`src/rtl/audio_mixer.sv`:
```
// audio_mixer: sequential stereo mixer (beeper/EAR/MIC + AY A/B/C) feeding the I2S serialiser.
// Optional DC-blocking high-pass stage: define AUDIO_MIXER_DCBLOCK_EN.
module audio_mixer #(
  parameter logic [15:0] BEEP_LVL = 16'h2000,
  parameter logic [15:0] EAR_LVL  = 16'h1000,
  parameter logic [15:0] MIC_LVL  = 16'h0400,
  parameter int          AY_SHIFT = 5,
  parameter int          STEREO   = 1
) (
  input  logic        clock,
  input  logic        reset,
  input  logic        strb,
  input  logic        speaker,
  input  logic        ear,
  input  logic        mic,
  input  logic [7:0]  a,
  input  logic [7:0]  b,
  input  logic [7:0]  c,
  output logic [15:0] ldata,
  output logic [15:0] rdata,
  output logic        busy,
  output logic        valid
);

  typedef enum logic [3:0] {
    S_IDLE, S_SPK, S_EAR, S_MIC, S_CHA, S_CHB, S_CHC, S_SAT, S_DCB
  } state_t;

  state_t      r_state;
  logic        r_spk, r_ear, r_mic;
  logic [7:0]  r_a, r_b, r_c;
  logic [17:0] r_accL, r_accR;
  logic [15:0] r_ldata, r_rdata;
  logic        r_busy, r_valid;

  logic [17:0] w_termA, w_termB, w_termC;
  logic [15:0] w_clampL, w_clampR, w_sL, w_sR;

  assign w_termA = {10'd0, r_a} << AY_SHIFT;
  assign w_termB = {10'd0, r_b} << AY_SHIFT;
  assign w_termC = {10'd0, r_c} << AY_SHIFT;

  // Unsigned accumulator is offset binary; flipping the MSB yields two's complement.
  assign w_clampL = (r_accL > 18'h0FFFF) ? 16'hFFFF : r_accL[15:0];
  assign w_clampR = (r_accR > 18'h0FFFF) ? 16'hFFFF : r_accR[15:0];
  assign w_sL     = {~w_clampL[15], w_clampL[14:0]};
  assign w_sR     = {~w_clampR[15], w_clampR[14:0]};

  assign ldata = r_ldata;
  assign rdata = r_rdata;
  assign busy  = r_busy;
  assign valid = r_valid;

`ifdef AUDIO_MIXER_DCBLOCK_EN
  logic [15:0]        r_xL, r_xR, r_xPrevL, r_xPrevR;
  logic signed [19:0] r_yPrevL, r_yPrevR;
  logic [15:0]        w_yL, w_yR;

  function automatic logic [15:0] dcStep(input logic [15:0] x, input logic [15:0] xp,
                                         input logic signed [19:0] yp);
    logic signed [19:0] v;
    v = $signed({{4{x[15]}}, x}) - $signed({{4{xp[15]}}, xp}) + yp - (yp >>> 8);
    if (v > 20'sd32767)       dcStep = 16'h7FFF;
    else if (v < -20'sd32768) dcStep = 16'h8000;
    else                      dcStep = v[15:0];
  endfunction

  assign w_yL = dcStep(r_xL, r_xPrevL, r_yPrevL);
  assign w_yR = dcStep(r_xR, r_xPrevR, r_yPrevR);
`endif

  always_ff @(posedge clock) begin
    if (reset) begin
      r_state <= S_IDLE;
      r_spk   <= 1'b0;
      r_ear   <= 1'b0;
      r_mic   <= 1'b0;
      r_a     <= 8'd0;
      r_b     <= 8'd0;
      r_c     <= 8'd0;
      r_accL  <= 18'd0;
      r_accR  <= 18'd0;
      r_ldata <= 16'h0000;
      r_rdata <= 16'h0000;
      r_busy  <= 1'b0;
      r_valid <= 1'b0;
`ifdef AUDIO_MIXER_DCBLOCK_EN
      r_xL     <= 16'd0;
      r_xR     <= 16'd0;
      r_xPrevL <= 16'd0;
      r_xPrevR <= 16'd0;
      r_yPrevL <= 20'sd0;
      r_yPrevR <= 20'sd0;
`endif
    end else begin
      r_valid <= 1'b0;
      case (r_state)
        S_IDLE: begin
          if (strb) begin
            r_spk   <= speaker;
            r_ear   <= ear;
            r_mic   <= mic;
            r_a     <= a;
            r_b     <= b;
            r_c     <= c;
            r_accL  <= 18'd0;
            r_accR  <= 18'd0;
            r_busy  <= 1'b1;
            r_state <= S_SPK;
          end
        end
        S_SPK: begin
          if (r_spk) begin
            r_accL <= r_accL + {2'b00, BEEP_LVL};
            r_accR <= r_accR + {2'b00, BEEP_LVL};
          end
          r_state <= S_EAR;
        end
        S_EAR: begin
          if (r_ear) begin
            r_accL <= r_accL + {2'b00, EAR_LVL};
            r_accR <= r_accR + {2'b00, EAR_LVL};
          end
          r_state <= S_MIC;
        end
        S_MIC: begin
          if (r_mic) begin
            r_accL <= r_accL + {2'b00, MIC_LVL};
            r_accR <= r_accR + {2'b00, MIC_LVL};
          end
          r_state <= S_CHA;
        end
        S_CHA: begin
          r_accL <= r_accL + w_termA;
          if (STEREO == 0) r_accR <= r_accR + w_termA;
          r_state <= S_CHB;
        end
        S_CHB: begin
          r_accL  <= r_accL + w_termB;
          r_accR  <= r_accR + w_termB;
          r_state <= S_CHC;
        end
        S_CHC: begin
          r_accR <= r_accR + w_termC;
          if (STEREO == 0) r_accL <= r_accL + w_termC;
          r_state <= S_SAT;
        end
        S_SAT: begin
`ifdef AUDIO_MIXER_DCBLOCK_EN
          r_xL    <= w_sL;
          r_xR    <= w_sR;
          r_state <= S_DCB;
`else
          r_ldata <= w_sL;
          r_rdata <= w_sR;
          r_busy  <= 1'b0;
          r_valid <= 1'b1;
          r_state <= S_IDLE;
`endif
        end
`ifdef AUDIO_MIXER_DCBLOCK_EN
        S_DCB: begin
          r_ldata  <= w_yL;
          r_rdata  <= w_yR;
          r_xPrevL <= r_xL;
          r_xPrevR <= r_xR;
          r_yPrevL <= {{4{w_yL[15]}}, w_yL};
          r_yPrevR <= {{4{w_yR[15]}}, w_yR};
          r_busy   <= 1'b0;
          r_valid  <= 1'b1;
          r_state  <= S_IDLE;
        end
`endif
        default: r_state <= S_IDLE;
      endcase
    end
  end

endmodule

```
`config.mk`:
```
export PLATFORM = sky130hd
export DESIGN_NAME = audio_mixer
export DESIGN_NICKNAME = d
export VERILOG_FILES = /design/src/rtl/audio_mixer.sv
export SDC_FILE = /design/constraint.sdc
export NUM_CORES = 1
export LEC_CHECK = 0
export CORE_MARGIN = 4
export CORE_UTILIZATION = 55
export CTS_CLUSTER_SIZE = 8
export DETAILED_ROUTE_END_ITERATION = 12
export MAX_ROUTING_LAYER = met4
export PLACE_DENSITY = 0.88
export SYNTH_ARGS = -nofsm -noshare
export SYNTH_HDL_FRONTEND = slang
export SYNTH_SLANG_ARGS = --single-unit
```
`constraint.sdc`:
```
create_clock -name clock -period 5.4 [get_ports clock]
set_input_delay 1.08 -clock clock [delete_from_list [all_inputs] [get_ports clock]]
set_output_delay 1.08 -clock clock [all_outputs]
set_load 0.01 [all_outputs]
```
==> results.yml, run 1 <==
status:
  outcome: "complete, no violations"
sta:
  finalHoldViolations: 0
  max_freq_mhz: 281.1
  drv_slew: 0
  post-route-period-util_pct: 65.87
  tns_ns: 0
  worstMarginPinSlew_ns: 1.040
  min_period_ns: 3.557
  rsz0062_at_grt: "no"
  skew_ns: 0.008660
  setup_viol: 0
  maxSlewHeadroom_pct: 30.64
  fin_ws_ns: 1.843
floorplanning:
  boundaryPins: 64
  die_area_um2: 10490
  rows: 34
  start_util_pct: 56.49
  die_h_um: 102.4
  die_w_um: 102.4
  core_um2: 8678
global_route:
  track_usage_pct: 25.60
  overflow: 0
  grt_pass1_wl_um: 21000
  antenna_found_initial: 0
  grt_pass1_vias: 4365
  grt_max_degree: 48
synthesis:
  syn_nets: 677
  synth_seq_cells: 82
  synth-simple-area-share_pct: 25.34
  syn_inst: 623
  ys_warn_count: 0
  synthAdderAreaFrac_pct: 6.432
  synthMuxAreaShare_pct: 4.492
  synth_top_family_by_area: "simple AND/OR/NAND/NOR gates"
  ys_seq_area_share_pct: 33.49
  synth_compound_area_share_pct: 21.03
  synth-xor-area-share_pct: 3.063
  ys_types: 75
  synth_area_per_cell_um2: 7.869
  synth-main-ff-cell: "dfxtp_1"
  synth_edf_count: 0
  synthArstFlopShare_pct: 0
  synth_area_um2: 4902
run:
  cap_violations: 0
final_layout:
  layout-drive-gt1-share_pct: 8.485
  antennaDiodeCount: 0
  syn_to_final_growth_pct: 14.47
  final_net_count: 710
detailed_routing:
  wl_um: 12800
  drtAntennaViolNets: 0
  viasPerCell: 6.079
  drtPass1Iterations: 5
  drt-wirelength-per-cell_um: 16.67
  vias: 4669
  drt-initial-drc-count: 334
  drcViolationCount: 0
setup_path:
  path_max_fanout: 13
  start_kind: "register"
  crit_path_end_kind: "register"
  required_ns: 5.68
  rr_endpoint: "r_accR[16]$_SDFFE_PP0P_"
  rr_worst_depth: 10
  reg2reg_slack_ns: 1.84
  critPathArrivalTime_ns: 3.83
  r2r_start: "r_state[1]$_SDFFE_PP0P_"
  path_class: "reg2reg"
clock_network:
  cts.sinks: 82
  cts_resized: 0
  clkTransAtPathRegs_ns: 0.09
  postCtsHoldBufs: 0
  cts_tree: "done"
  cts_buffer_depth: 2
  cts_root_buf: "clkbuf_8"
  insertion_delay_ns: 0.35
  h-tree-depth: 3
  post-cts-setup-buffer-count: 0
  numCtsBuffers: 9
placement:
  numPortBuffers: 63
  gp_congestion: 0.9591
  hpwl_um: 9251
  place_ws_ns: 2.007
power:
  vdd_drop_max_mv: 0.1518
  combPwrFrac_pct: 19.5
  p_seq_share_pct: 50.4
  clockPowerShare_pct: 30.1
  p_per_area_nw_per_um2: 231.9
  internal_power_mw: 0.8951
  p_leak_nw: 2.126
  power_switching_mw: 0.4060
  power_mw: 1.301
  power.share.switching_pct: 31.20
min_path:
  worstHoldEndpoint: "r_a[2]$_SDFFE_PP0P_"
  hold_path_class: "reg2reg"
  worstHoldStart: "r_a[2]$_SDFFE_PP0P_"
  hold_depth: 2
-- state kept, by name, indices dropped and copies added (netlist names), 3 cells and up --
name	flops
r_accR	13
r_b	8
rdata	12
r_accL	13
r_state	3
r_c	8
ldata	12
r_a	8
-- per-stage QoR --
step / cells / util (%) / cell area (um2) / hold WS, ns
final: 768 / 64.66 / 5612 / 0.4561
after global routing: 768 / 64.66 / 5612 / 0.4790
after CTS: 768 / 64.66 / 5612 / 0.4567
after detailed placement: 753 / 62.82 / 5451 / 0.4447
after global placement: 753 / 62.82 / 5451 / 0.4390
after floorplan: 623 / - / 4902 / 0.4329
-- worst max path at each step --
stage,end,slack [ns],start,cells after the start
6_report,r_accR[16]$_SDFFE_PP0P_,1.84,r_state[1]$_SDFFE_PP0P_,10
3_5_place_dp,r_accR[16]$_SDFFE_PP0P_,2.01,r_state[1]$_SDFFE_PP0P_,10
5_1_grt,r_accL[13]$_SDFFE_PP0P_,1.71,r_state[2]$_SDFFE_PP0P_,14
2_1_floorplan,r_accL[13]$_SDFFE_PP0P_,2.49,r_state[1]$_SDFFE_PP0P_,14
3_3_place_gp,r_accR[13]$_SDFFE_PP0P_,2.11,r_state[1]$_SDFFE_PP0P_,12
4_1_cts,r_accR[16]$_SDFFE_PP0P_,1.95,r_state[1]$_SDFFE_PP0P_,10
-- final cells by class --
class	instances	area, um2
Clock buffer	10	127.6
Tap cell	108	135.1
Clock inverter	5	32.53
Timing Repair Buffer	68	663.1
Multi-Input combinational cell	481	2959
Inverter	14	52.55
Sequential cell	82	1642
Fill cell	758	3067
-- power by group through the flow --
stage	clock network, mW	registers (mW)	logic, mW
floorplan	0	0.655	0.194
global placement	0	0.668	0.241
detailed placement	0	0.669	0.249
CTS	0.395	0.654	0.251
global route	0.426	0.659	0.278
finish	0.392	0.655	0.254
-- kinds of logic (layout without fill, tap and decap cells) --
| group | after synthesis | count (layout) |
|---|---|---|
| and+or+nand+nor | 265 | 265 |
| AOI/OAI and AO/OA | 157 | 157 |
| DFF | 82 | 82 |
| buffers and inverters | 60 | 97 |
| adders and majority gates | 24 | 24 |
| muxes | 20 | 20 |
| xor gates and xnor gates | 15 | 15 |
-- synthesized netlist by cell type, drive strengths merged (2+ instances only) --
cell type | number | area [um2]
dfxtp | 82 | 1642
nor2 | 68 | 262.8
a21oi | 64 | 320.3
a221oi | 2 | 23.77
a2111oi | 2 | 42.54
o31ai | 4 | 30.03
a22oi | 8 | 60.06
ha | 22 | 275.3
nor3b | 2 | 26.28
mux2 | 16 | 180.2
or2 | 3 | 18.77
xnor2 | 6 | 52.55
inv | 14 | 52.55
and3 | 4 | 25.02
o21ai | 24 | 123.9
nand3b | 2 | 15.01
a211o | 2 | 17.52
o211ai | 3 | 27.52
nor4 | 2 | 12.51
o22ai | 2 | 12.51
a211oi | 4 | 30.03
mux2i | 4 | 40.04
nor3 | 53 | 270.3
nand2b | 5 | 31.28
o221ai | 3 | 26.28
and2 | 5 | 33.79
o21a | 4 | 30.03
fa | 2 | 40.04
a32oi | 4 | 35.03
o22a | 2 | 17.52
buf | 25 | 168.9
clkbuf | 21 | 80.07
a31oi | 9 | 56.30
a21o | 5 | 37.54
a2111o | 2 | 22.52
nor2b | 10 | 62.56
nand3 | 15 | 85.08
nand2 | 88 | 337.8
or3 | 3 | 18.77
xor2 | 9 | 97.60
a32o | 2 | 20.02
-- critical path, stage by stage (launching register included) --
cell and delay, ns:
dfxtp_1 0.74, nor2b_1 0.25, nand2_1 0.27, mux2_2 0.38, ha_1 0.27, a21oi_1 0.26, o211ai_2 0.15, o41ai_1 0.76
o31a_1 0.20, o21ai_1 0.07, a21oi_1 0.13
-- cell usage in the layout, fill, tap and decap left out, types with 3 or more instances in the layout --
master / synthesis / layout
and3_1: 4 / 4
o21a_1: 4 / 4
o21ai_0: 22 / 22
a32oi_1: 4 / 4
o221ai_1: 3 / 3
clkdlybuf4s50_1: 0 / 62
nand2b_1: 5 / 5
a211oi_1: 4 / 4
a31oi_1: 9 / 9
or3_1: 3 / 3
nor2b_1: 10 / 10
a21o_1: 5 / 5
xor2_1: 8 / 8
buf_4: 14 / 5
nor2_1: 67 / 67
clkbuf_8: 0 / 9
a22oi_1: 8 / 8
nand2_1: 87 / 87
inv_1: 13 / 13
mux2_2: 16 / 16
or2_2: 3 / 3
nand3_1: 13 / 13
a21oi_1: 64 / 64
ha_1: 22 / 22
clkinv_2: 0 / 3
o31ai_1: 4 / 4
nor3_1: 52 / 52
dfxtp_1: 82 / 82
xnor2_1: 6 / 6
mux2i_1: 4 / 4
and2_1: 3 / 3
-- per-layer routing --
metal / vias up / global-route usage [%] / part of all wire [%]
met4: 0 / 9.990 / 2.5
met3: 27 / 3.959 / 6.1
li1: 2264 / - / -
met2: 169 / 38.23 / 46
met5: - / - / 0
met1: 2209 / 34.80 / 45
Power figures use the tool's default switching activity.
==> inputs of run 2 (changes only) <==
==> constraint.sdc (replaced) <==
create_clock -name clock -period 3.48 [get_ports clock]
set_input_delay 0.696 -clock clock [delete_from_list [all_inputs] [get_ports clock]]
set_output_delay 0.696 -clock clock [all_outputs]
set_load 0.01 [all_outputs]
==> run 2 against run 1 <==
Clock skew rose by 0.0029 ns; cell count rose by 0.52%; core utilization rose by 0.74 points; global-route usage rose by 0.85 points; maximum frequency rose by 12%; register-to-register slack got worse by 1.6 ns.
==> results.yml, run 2 (same netlist as run 1, synthesis figures left out) <==
final_layout:
  fin_cells: 772
  antennaDiodeCount: 0
  final_net_count: 713
  syn_to_final_growth_pct: 15.77
  final_common_cell: "nand2_1"
  top_regs: "r_accL (13), r_accR (13)"
  layout-drive-gt1-share_pct: 9.036
  layout_common_cells: "87 x nand2_1, 82 x dfxtp_1, 67 x nor2_1, 64 x a21oi_1, 62 x clkdlybuf4s50_1"
power:
  vdd_drop_max_mv: 0.2690
  p_per_area_nw_per_um2: 377.2
  power_mw: 2.141
  p_leak_nw: 2.150
setup_path:
  crit_end: "r_accR[13]$_SDFFE_PP0P_"
  reg2reg_slack_ns: 0.29
  crit_path_end_kind: "register"
  crit_start: "r_state[1]$_SDFFE_PP0P_"
  rr_endpoint: "r_accR[13]$_SDFFE_PP0P_"
  rr_worst_depth: 12
  required_ns: 3.72
  start_kind: "register"
  path_class: "reg2reg"
  critPathArrivalTime_ns: 3.43
  path_max_fanout: 9
  r2r_start: "r_state[1]$_SDFFE_PP0P_"
clock_network:
  insertion_delay_ns: 0.36
  clkTransAtPathRegs_ns: 0.09
  cts_buffer_depth: 2
  cts.sinks: 82
  cts_root_buf: "clkbuf_8"
  cts_resized: 0
  numCtsBuffers: 9
  postCtsHoldBufs: 0
  cts_tree: "done"
  h-tree-depth: 3
  post-cts-setup-buffer-count: 0
min_path:
  hold_path_class: "reg2reg"
floorplanning:
  core_um2: 8678
  rows: 34
  die_area_um2: 10490
  die_h_um: 102.4
  start_util_pct: 56.49
  boundaryPins: 64
  die_w_um: 102.4
global_route:
  grt_max_degree: 31
  track_usage_pct: 26.45
  grt_pass1_wl_um: 21580
  grt_pass1_vias: 4527
  antenna_found_initial: 0
  overflow: 0
placement:
  hpwl_um: 9521
  numPortBuffers: 63
  placedCellCount: 756
  gp_congestion: 0.9234
  place_ws_ns: 0.3600
sta:
  fin_ws_ns: 0.2908
  post-route-period-util_pct: 91.64
  skew_ns: 0.01154
  tns_ns: 0
  rsz0062_at_grt: "no"
  worstMarginPinSlew_ns: 0.9601
  max_freq_mhz: 313.6
  drv_slew: 0
  finalHoldViolations: 0
  maxSlewHeadroom_pct: 35.76
  min_period_ns: 3.189
  setup_viol: 0
detailed_routing:
  drtPass1Iterations: 5
  drt-initial-drc-count: 403
  vias: 4742
  drt-wirelength-per-cell_um: 16.74
  wl_um: 12920
  drcViolationCount: 0
  viasPerCell: 6.142
  drtAntennaViolNets: 0
status:
  outcome: "complete, no violations"
run:
  cap_violations: 0
[run 2: through the flow]
stage	utilization [%]	hold slack (ns)	cell area, um2
2_1_floorplan	-	0.4329	4902
3_3_place_gp	63.08	0.4410	5474
3_5_place_dp	63.08	0.4430	5474
4_1_cts	65.40	0.4552	5675
5_1_grt	65.40	0.4784	5675
6_report	65.40	0.4578	5675
[run 2: area by class of cell]
type,instances,area (um2)
inverters,14,52.55
clock buffers,10,127.6
fillers,751,3003
multi-input cells,481,2959
flip-flops and latches,82,1642
clock inverters,6,73.82
well taps,108,135.1
repair buffers,71,685.7
[run 2: critical path, stage by stage (launching register included)]
cell and delay (ns):
dfxtp_1 0.49, nor2b_1 0.22, nand2_1 0.25, mux2_2 0.31, ha_1 0.17, inv_1 0.06, fa_1 0.37, nand2b_1 0.19
a21oi_1 0.22, o22a_1 0.32, xor2_1 0.10, a221oi_1 0.29, nor3_1 0.08
[run 2: worst min path at each step]
stage | start | endpoint | slack (ns) | cells past startpoint
after detailed placement | r_a[6]$_SDFFE_PP0P_ | r_a[6]$_SDFFE_PP0P_ | 0.44 | 2
after CTS | r_a[6]$_SDFFE_PP0P_ | r_a[6]$_SDFFE_PP0P_ | 0.46 | 2
after floorplan | r_a[0]$_SDFFE_PP0P_ | r_a[0]$_SDFFE_PP0P_ | 0.43 | 2
final | r_a[6]$_SDFFE_PP0P_ | r_a[6]$_SDFFE_PP0P_ | 0.46 | 2
after global routing | r_c[4]$_SDFFE_PP0P_ | r_c[4]$_SDFFE_PP0P_ | 0.48 | 2
after global placement | r_a[6]$_SDFFE_PP0P_ | r_a[6]$_SDFFE_PP0P_ | 0.44 | 2
[run 2: power by group]
group | internal, mW | leakage [nW] | switching, mW
logic | 0.164 | 1.39 | 0.240
clock network | 0.341 | 0.0950 | 0.384
registers | 0.973 | 0.665 | 0.0382
total | 1.48 | 2.15 | 0.663
[run 2: layer usage]
layer / vias to the layer above / part of all wire [%] / track usage (%)
li1: 2273 / - / -
met1: 2247 / 44 / 33.28
met2: 190 / 49 / 42.33
met3: 32 / 5.7 / 4.778
met4: 0 / 2.2 / 10.09
met5: - / 0 / -
